## src/rtl/pipe_stage_hs.sv

```systemverilog
`default_nettype none
// ============================================================================
// Module   : pipe_stage_hs
// Purpose  : Parametrised inter-stage pipeline register chain. STAGES register
//            slices carry a payload field and a control field under a
//            valid/ready handshake, with synchronous flush. The control
//            output reads CTRL_RST whenever the head slot is empty.
//            Optional build macro PIPE_STAGE_SKID_EN adds a one-entry skid
//            buffer per slice so that every ready is driven from a flop.
// Ports    : clk        - rising-edge clock
//            reset_n    - asynchronous active-low reset
//            flush      - synchronous kill of all in-flight entries
//            in_valid   - upstream offers an entry
//            in_ready   - entry accepted this cycle (when in_valid)
//            in_ctrl    - upstream control field   [CTRL_W]
//            in_data    - upstream payload          [DATA_W]
//            out_valid  - head entry valid
//            out_ready  - downstream consumes head this cycle
//            out_ctrl   - head control, CTRL_RST when out_valid=0
//            out_data   - head payload
//            occupancy  - number of valid entries held
// Revision : 1.0 - initial release
// ============================================================================
module pipe_stage_hs #(
    parameter int                DATA_W   = 32,
    parameter int                CTRL_W   = 8,
    parameter int                STAGES   = 1,
    parameter logic [CTRL_W-1:0] CTRL_RST = {CTRL_W{1'b0}}
) (
    input  logic                                clk,
    input  logic                                reset_n,
    input  logic                                flush,
    input  logic                                in_valid,
    output logic                                in_ready,
    input  logic [CTRL_W-1:0]                   in_ctrl,
    input  logic [DATA_W-1:0]                   in_data,
    output logic                                out_valid,
    input  logic                                out_ready,
    output logic [CTRL_W-1:0]                   out_ctrl,
    output logic [DATA_W-1:0]                   out_data,
    output logic [$clog2(2*STAGES+1)-1:0]       occupancy
);

    localparam int                 c_OCC_W   = $clog2(2*STAGES+1);
    localparam logic [c_OCC_W-1:0] c_OCC_ONE = c_OCC_W'(1);

    // w_ready[i]: slice i can take an entry this cycle; w_ready[STAGES] is
    // the downstream consumer.
    logic [STAGES:0]    w_ready;
    logic [STAGES-1:0]  w_valid;
    logic [DATA_W-1:0]  w_data [STAGES];
    logic [CTRL_W-1:0]  w_ctrl [STAGES];
    logic               w_accept;
    logic               w_emit;
    logic [c_OCC_W-1:0] r_occ;

`ifdef PIPE_STAGE_SKID_EN
    logic [STAGES-1:0]  w_skid_full;

    // Every ready comes straight from a skid flag, so out_ready never
    // reaches in_ready combinationally.
    always_comb begin
        w_ready[STAGES] = out_ready;
        for (int k = 0; k < STAGES; k++) begin
            w_ready[k] = ~w_skid_full[k];
        end
    end
`else
    // Ripple from the head backwards: a slice is free if empty or if its
    // occupant moves on this cycle.
    always_comb begin
        w_ready[STAGES] = out_ready;
        for (int k = STAGES - 1; k >= 0; k--) begin
            w_ready[k] = ~w_valid[k] | w_ready[k+1];
        end
    end
`endif

    genvar i;
    generate
        for (i = 0; i < STAGES; i++) begin : g_slice
            logic              w_up_valid;
            logic [DATA_W-1:0] w_up_data;
            logic [CTRL_W-1:0] w_up_ctrl;
            logic              w_take;
            logic              r_valid;
            logic [DATA_W-1:0] r_data;
            logic [CTRL_W-1:0] r_ctrl;

            if (i == 0) begin : g_from_input
                assign w_up_valid = in_valid;
                assign w_up_data  = in_data;
                assign w_up_ctrl  = in_ctrl;
            end else begin : g_from_prev
                assign w_up_valid = w_valid[i-1];
                assign w_up_data  = w_data[i-1];
                assign w_up_ctrl  = w_ctrl[i-1];
            end

            // A real transfer into this slice; nothing moves during flush.
            assign w_take = w_up_valid & w_ready[i] & ~flush;

`ifdef PIPE_STAGE_SKID_EN
            logic              r_skid_valid;
            logic [DATA_W-1:0] r_skid_data;
            logic [CTRL_W-1:0] r_skid_ctrl;

            assign w_skid_full[i] = r_skid_valid;

            always_ff @(posedge clk or negedge reset_n) begin
                if (!reset_n) begin
                    r_valid      <= 1'b0;
                    r_data       <= '0;
                    r_ctrl       <= CTRL_RST;
                    r_skid_valid <= 1'b0;
                    r_skid_data  <= '0;
                    r_skid_ctrl  <= CTRL_RST;
                end else if (flush) begin
                    r_valid      <= 1'b0;
                    r_skid_valid <= 1'b0;
                end else if (!r_valid || w_ready[i+1]) begin
                    // Main slot free or leaving: the parked entry is older
                    // than anything upstream, so it goes first.
                    if (r_skid_valid) begin
                        r_valid      <= 1'b1;
                        r_data       <= r_skid_data;
                        r_ctrl       <= r_skid_ctrl;
                        r_skid_valid <= 1'b0;
                    end else begin
                        r_valid <= w_take;
                        if (w_take) begin
                            r_data <= w_up_data;
                            r_ctrl <= w_up_ctrl;
                        end
                    end
                end else if (w_take) begin
                    // Downstream stalled while we were still accepting.
                    r_skid_valid <= 1'b1;
                    r_skid_data  <= w_up_data;
                    r_skid_ctrl  <= w_up_ctrl;
                end
            end
`else
            always_ff @(posedge clk or negedge reset_n) begin
                if (!reset_n) begin
                    r_valid <= 1'b0;
                    r_data  <= '0;
                    r_ctrl  <= CTRL_RST;
                end else if (flush) begin
                    r_valid <= 1'b0;
                end else if (w_ready[i]) begin
                    r_valid <= w_take;
                    if (w_take) begin
                        r_data <= w_up_data;
                        r_ctrl <= w_up_ctrl;
                    end
                end
            end
`endif

            assign w_valid[i] = r_valid;
            assign w_data[i]  = r_data;
            assign w_ctrl[i]  = r_ctrl;
        end
    endgenerate

    assign in_ready  = reset_n & ~flush & w_ready[0];
    assign out_valid = w_valid[STAGES-1];
    assign out_data  = w_data[STAGES-1];
    // An empty head must never look like a register or memory write.
    assign out_ctrl  = out_valid ? w_ctrl[STAGES-1] : CTRL_RST;

    assign w_accept = in_valid & in_ready;
    assign w_emit   = out_valid & out_ready;

    always_ff @(posedge clk or negedge reset_n) begin
        if (!reset_n) begin
            r_occ <= '0;
        end else if (flush) begin
            r_occ <= '0;
        end else if (w_accept && !w_emit) begin
            r_occ <= r_occ + c_OCC_ONE;
        end else if (!w_accept && w_emit) begin
            r_occ <= r_occ - c_OCC_ONE;
        end
    end

    assign occupancy = r_occ;

endmodule
`default_nettype wire
```

## config.mk

```make
export PLATFORM = sky130hd
export DESIGN_NAME = pipe_stage_hs
export DESIGN_NICKNAME = d
export VERILOG_FILES = /design/src/rtl/pipe_stage_hs.sv
export SDC_FILE = /design/constraint.sdc
export NUM_CORES = 1
export LEC_CHECK = 0
export ABC_AREA = 1
export CELL_PAD_IN_SITES_DETAIL_PLACEMENT = 2
export CELL_PAD_IN_SITES_GLOBAL_PLACEMENT = 2
export CORE_MARGIN = 5
export CORE_UTILIZATION = 28
export CTS_CLUSTER_DIAMETER = 150
export CTS_CLUSTER_SIZE = 25
export DETAILED_ROUTE_END_ITERATION = 16
export MAX_ROUTING_LAYER = met4
export PLACE_DENSITY = 0.86
export RECOVER_POWER = 50
export SYNTH_ARGS = -nofsm -noshare
export SYNTH_HDL_FRONTEND = slang
export SYNTH_SLANG_ARGS = --single-unit
```

## constraint.sdc

```tcl
create_clock -name clk -period 1.92 [get_ports clk]
set_input_delay 0.192 -clock clk [delete_from_list [all_inputs] [get_ports clk]]
set_output_delay 0.192 -clock clk [all_outputs]
set_load 0.05 [all_outputs]
```

Word level (Yosys, flattened, before mapping)
Cells that the tools add are included.
Storage, ports and cells
  output and inout port bits: 44
  logic and storage cells: 28
  flip-flop bits (word level): 43
Cells by class
  reduce and logical (&&, ||, !) cells: 7
  add/subtract/negate cells: 2
  bitwise operators: 9
  multiplexer cells: 6
Operator list (number)
  8-bit two-way mux: 1
  1-bit bitwise AND: 6
  2-bit two-way mux: 3
  3-bit AND reduction: 1
  3-bit nonzero test: 1
  2-bit by 1-bit adder with 2-bit output (second input constant): 1
  1-bit logical AND: 2
  1-bit logical NOT: 2
  1-bit two-way mux: 2
  1-bit inverter: 2
  2-bit nonzero test: 1
  2-bit by 1-bit subtractor with 2-bit output (second input constant): 1
  1-bit OR: 1

Depth between registers and ports, before layout
Gate-level depths: netlist of run 1.
  depth after elaboration: 9
  mapped depth: 8
  mapped depth without buffers: 8

Least setup slack after synthesis of run 1
No wires, ideal clock.
  kind: reg2reg
  from: reg g_slice[0].r_valid, in the netlist out_valid
  to: reg g_slice[0].r_ctrl[0]
  setup slack: 0.323 ns
  clock period less this slack: 1.597 ns
  data arrival time: 1.471 ns
  buffers on the path: 1
  library setup time: 0.125 ns
  cell stages (with the launch flop): 5
  cell sequence: dfrtp_1 -> nand2_1 -> nand2_2 -> buf_6 -> mux2_4
On the way
  word-level cells in the longest chain between the ends: 5
RTL lines
  start, declared: line 86  | logic r_valid;
  start signal, assigned: line 152  | r_valid <= w_take;
  1-bit inverter (*): line 74  | w_ready[k] = ~w_valid[k] | w_ready[k+1];
  1-bit OR (*): line 74
  1-bit bitwise AND (2 in a row): line 101  | assign w_take = w_up_valid & w_ready[i] & ~flush;
  3-bit AND reduction (no source line) (*)
  end signal, assigned: line 155  | r_ctrl <= w_up_ctrl;
  end, declared: line 88  | logic [CTRL_W-1:0] r_ctrl;
Mark *: on every way between the ends. The rest lies on a longest branch, timed or not.
A chain may end at the register's enable or synchronous reset.

Final worst setup path of run 1
  from: reg r_occ[0], in the netlist occupancy[0]
  to: out occupancy[0]
RTL lines
  start, declared: line 55  | logic [c_OCC_W-1:0] r_occ;
  start signal, assigned: line 182  | r_occ <= r_occ + c_OCC_ONE;
  start signal, assigned: line 184  | r_occ <= r_occ - c_OCC_ONE;
  end, declared: line 41  | output logic [$clog2(2*STAGES+1)-1:0] occupancy
No word-level cell between the ends.

==> results, run 1 <==
- IR analysis of the VDD net gives a maximum drop of a little under 400 uV.
- The floorplan has 30 rows.
- At the end of routability-driven placement, the weighted congestion stood at roughly 0.71.
- The first detailed-routing pass ran for 4 iterations.
- After routing, the total negative slack on setup checks comes to 0 ps.
- With fillers left out, the area of the finished cells amounts to about 0.0029 mm^2.
- The wire length on met1 is 2.11 mm.
- The min-delay analysis places its worst path in the category reg2reg.
- The worst max-slew margin expressed relative to the limit is 0.448.
- Measured in cells, the most critical reg-to-reg path has a length of 4.
- The largest buffer count on any clock path is 2.
- The post-synthesis cell type count is 12.
- Summed over all cells, the static leakage comes to between 1 and 1.5 nW.
- After synthesis, the mean cell area works out to 14.4 um^2.
- The clock slew at the register clock pins of the worst setup and hold paths is approximately 80 ps.
- Excluding fillers, the count of instances in the completed layout stands at between 300 and 400.
- The core outline area is roughly 0.0068 mm^2.
- The number of antenna diodes is 0.
- The count of max-cap constraint violations is 0.
- In the routed layout, each cell is associated on average with a via count of ~4.4.
- Data on the critical path arrives at its endpoint at 1490 ps.
- The count of cell instances traversed by the critical path is 1.
- The period utilization is 0.877.
- The count of endpoints failing hold in the final timing report was 0.
- Synthesis produced ~130 cells.
- After detailed routing, the average wire length per cell comes to roughly 17 um.
- In this run the cell area measured after placement is between 0.002 and 0.003 mm^2.
- The critical path data required time is roughly 1700 ps.
- The terminating pin of the worst hold path is out_data[1]$_DFFE_PN0P_.
- The number of nets in the final layout is between 200 and 300.
- The die height is between 90 and 100 um.
- The critical path in this run is classified as reg2out.
- The critical path buffer and inverter count is 1.
- The biggest fanout along the worst timing path is 4.
- The number of warnings reported in the yosys synthesis log is 0.
- The number of setup buffers added after CTS is 0.
- The cell sitting at the root of the clock tree is a clkbuf_8.
- Synthesis produced a netlist with a net count of about 180.
- The number of antenna violations at the first check in global routing is 0.
- At the later pin of the worst-skew pair, clock insertion delay measures roughly 280 ps.
- The share of layout cells above drive strength 1 is 0.191.
- The detailed placer's ending HPWL is approximately 4.2 mm.
- The starting density of the core is 0.285.
- The startpoint of the worst hold path is out_data[1]$_DFFE_PN0P_.
- The sort of element at the end of the critical path is an output pin.
- The run finished with clean final reports.
- Gates resized during post-CTS repair numbered 0.
- The filler cells instantiated in the layout total approximately 700.
- Subtracting the final worst setup slack from the clock period gives 1680 ps.
- Prior to clock tree synthesis, the placed netlist has a worst setup slack of between 150 and 200 ps.
- The total setup violations reported at the end of the flow is 0.
- The register bit count reported by yosys is between 40 and 50.
- The maximum number of pins on one net before global-route repair is 29.
- Port buffering added between 80 and 90 buffers.
- The number of buffers inserted during clock tree synthesis is 5.
- The via count of the first global-routing pass is 1630.
- Broken down by cell family, the worst path's largest delay share belongs to buffers and inverters.
- The number of instances in the placed design is between 300 and 400.
- The routed layout has ~1400 vias.
- The die covers about 0.0086 mm^2.
- The number of clock sinks is 43.
- Derived from the worst setup path, the maximum achievable clock frequency is between 0.5 and 0.6 GHz.
- The total overflow left after global routing is 0.
- The iteration-0 DRC count of the detailed router is 8.
- In the detailed route, the total length drawn on met2 is around 2.7 mm.
- The detailed-route wire length is 5.25 mm.
- The share of the Yosys chip area taken by registers is 0.558.
- The met3 wirelength from detailed routing is ~400 um.
- The first global-routing pass estimated 8.55 mm of wire.
- From synthesis to final layout, the design area changed by 50.9%.
- The count of nets left with antenna violations once routing finished came out at 0.
- Setup slack on the worst reg-to-reg path comes out at approximately 280 ps.
- From left edge to right edge, the die measures approximately 93 um.
- The post-synth design cell area is between 0.0015 and 0.002 mm^2.
- The highest metal layer with signal wires is met4.
- The kind of launch point of the worst setup path is a flip-flop.
- The final setup slack of the worst path is 237 ps.
- The ratio of total power to cell area is about 1000 mW/mm^2.
- The reg-to-reg startpoint is out_valid$_DFFE_PN0P_.
- The critical path goes through clkdlybuf4s50_1.
- During I/O placement, the number of pins put on the boundary was 89.
- Setup repair after global routing left no endpoint under its margin.
- Across every metal layer, demand over resource in global routing totals 0.130.
- The largest clock skew in the final design is between 4 and 5 ps.
- On the worst path, the slowest cell contributes a delay of a little over 800 ps.
- After detailed routing, the number of remaining DRC violations is 0.
- In this run the number of H-tree levels came out at 2.
- Along the worst hold path, the cell count comes to 1.
- The end of the worst register-to-register path is g_slice[0].r_ctrl[1]$_DFFE_PN0P_.
- After layout, the design draws a total of roughly 3 mW.
- The slew of the pin with the lowest slew margin is just over 800 ps.
- The number of max-slew violations in the final report is 0.
- The CTS tree is done.
- The slowest cell on the critical path is clkdlybuf4s50_1.
## routing by layer
| metal | vias to the layer above | track usage |
|---|---|---|
| met5 | - | - |
| met4 | 0 | 0.0220 |
| met3 | 2 | 0.0426 |
| met2 | 56 | 0.218 |
| met1 | 692 | 0.155 |
| li1 | 627 | - |
## cell usage after synthesis
cell | number | area [um^2]
nand2_2 | 1 | 6.26
mux2_4 | 40 | 601
nor2_1 | 1 | 3.75
inv_1 | 14 | 52.6
buf_6 | 5 | 56.3
nor2_2 | 1 | 6.26
nand2_1 | 18 | 67.6
dfrtp_1 | 43 | 1080
nand4_1 | 2 | 12.5
nand3_1 | 5 | 25.0
a21oi_1 | 3 | 15.0
and2_1 | 1 | 6.26
## power by group
part           internal [mW]  switching [mW]  leakage [nW]
combinational          0.477           0.703         0.821
clock                  0.381           0.285        0.0513
sequential              1.06          0.0952         0.508
## cell type report
type                    count  area, um^2  share of cell area
repair buffers             94         896               0.308
clock buffers               6        72.6              0.0249
inverters                  14        52.6              0.0181
well taps                  80         100              0.0344
clock inverters             1        30.0              0.0103
flip-flops and latches     43        1080               0.370
multi-input cells          72         683               0.235
## metrics by stage
step / hold slack (ps) / utilization
2_1_floorplan: -104 / -
3_3_place_gp: 221 / 0.427
3_5_place_dp: 223 / 0.427
4_1_cts: 485 / 0.444
5_1_grt: 495 / 0.431
6_report: 496 / 0.431
## kinds of logic (layout without fill, tap and decap cells)
family | after synthesis | in the layout | synth area share
compound gates | 3 | 3 | 0.00778
buf+inv | 19 | 115 | 0.0565
flops | 43 | 43 | 0.558
mux | 40 | 40 | 0.311
simple gates | 29 | 29 | 0.0662
## placed cells by master (no fill, tap or decap)
cell type	count
clkdlybuf4s50_1	77
dlygate4sd3_1	1
nand2_2	1
nor2_2	1
clkbuf_1	5
bufinv_16	1
mux2_4	24
buf_4	9
and2_1	1
inv_1	14
mux2_1	16
clkbuf_2	1
nor2_1	1
nand3_1	5
a21oi_1	3
dfrtp_1	43
nand4_1	2
clkbuf_8	5
buf_12	1
clkbuf_4	1
nand2_1	18
## repair_timing
item,4_1_cts,5_1_grt
hold buffers,1,0
hold endpoints to repair,43,0
endpoints found under the setup margin,0,0
## sequential cells by signal (all words and copies together), names as in the netlist
| signal | cells |
|---|---|
| occupancy | 2 |
| out_valid | 1 |
| g_slice.r_ctrl | 8 |
| out_data | 32 |
## worst max path at each step
stage	end	slack, ps	startpoint
6_report	occupancy[0]	240	occupancy[0]$_DFFE_PN0P_
5_1_grt	out_ctrl[0]	150	out_valid$_DFFE_PN0P_
4_1_cts	occupancy[1]	210	occupancy[1]$_DFFE_PN0P_
3_5_place_dp	out_data[31]$_DFFE_PN0P_	200	out_ready
3_3_place_gp	out_data[16]$_DFFE_PN0P_	260	out_ready
2_1_floorplan	g_slice[0].r_ctrl[0]$_DFFE_PN0P_	320	out_valid$_DFFE_PN0P_
No activity file was read; power rests on OpenSTA's default activity.
==> run 2: changes to the inputs <==
--- a/config.mk
+++ b/config.mk
@@ -11,7 +11,7 @@
 export CORE_MARGIN = 5
 export CORE_UTILIZATION = 28
 export CTS_CLUSTER_DIAMETER = 150
-export CTS_CLUSTER_SIZE = 25
+export CTS_CLUSTER_SIZE = 10
 export DETAILED_ROUTE_END_ITERATION = 16
 export MAX_ROUTING_LAYER = met4
 export PLACE_DENSITY = 0.86
==> results of run 2 <==
Same layout as run 1: the final DEF is identical, and so are final timing and power.
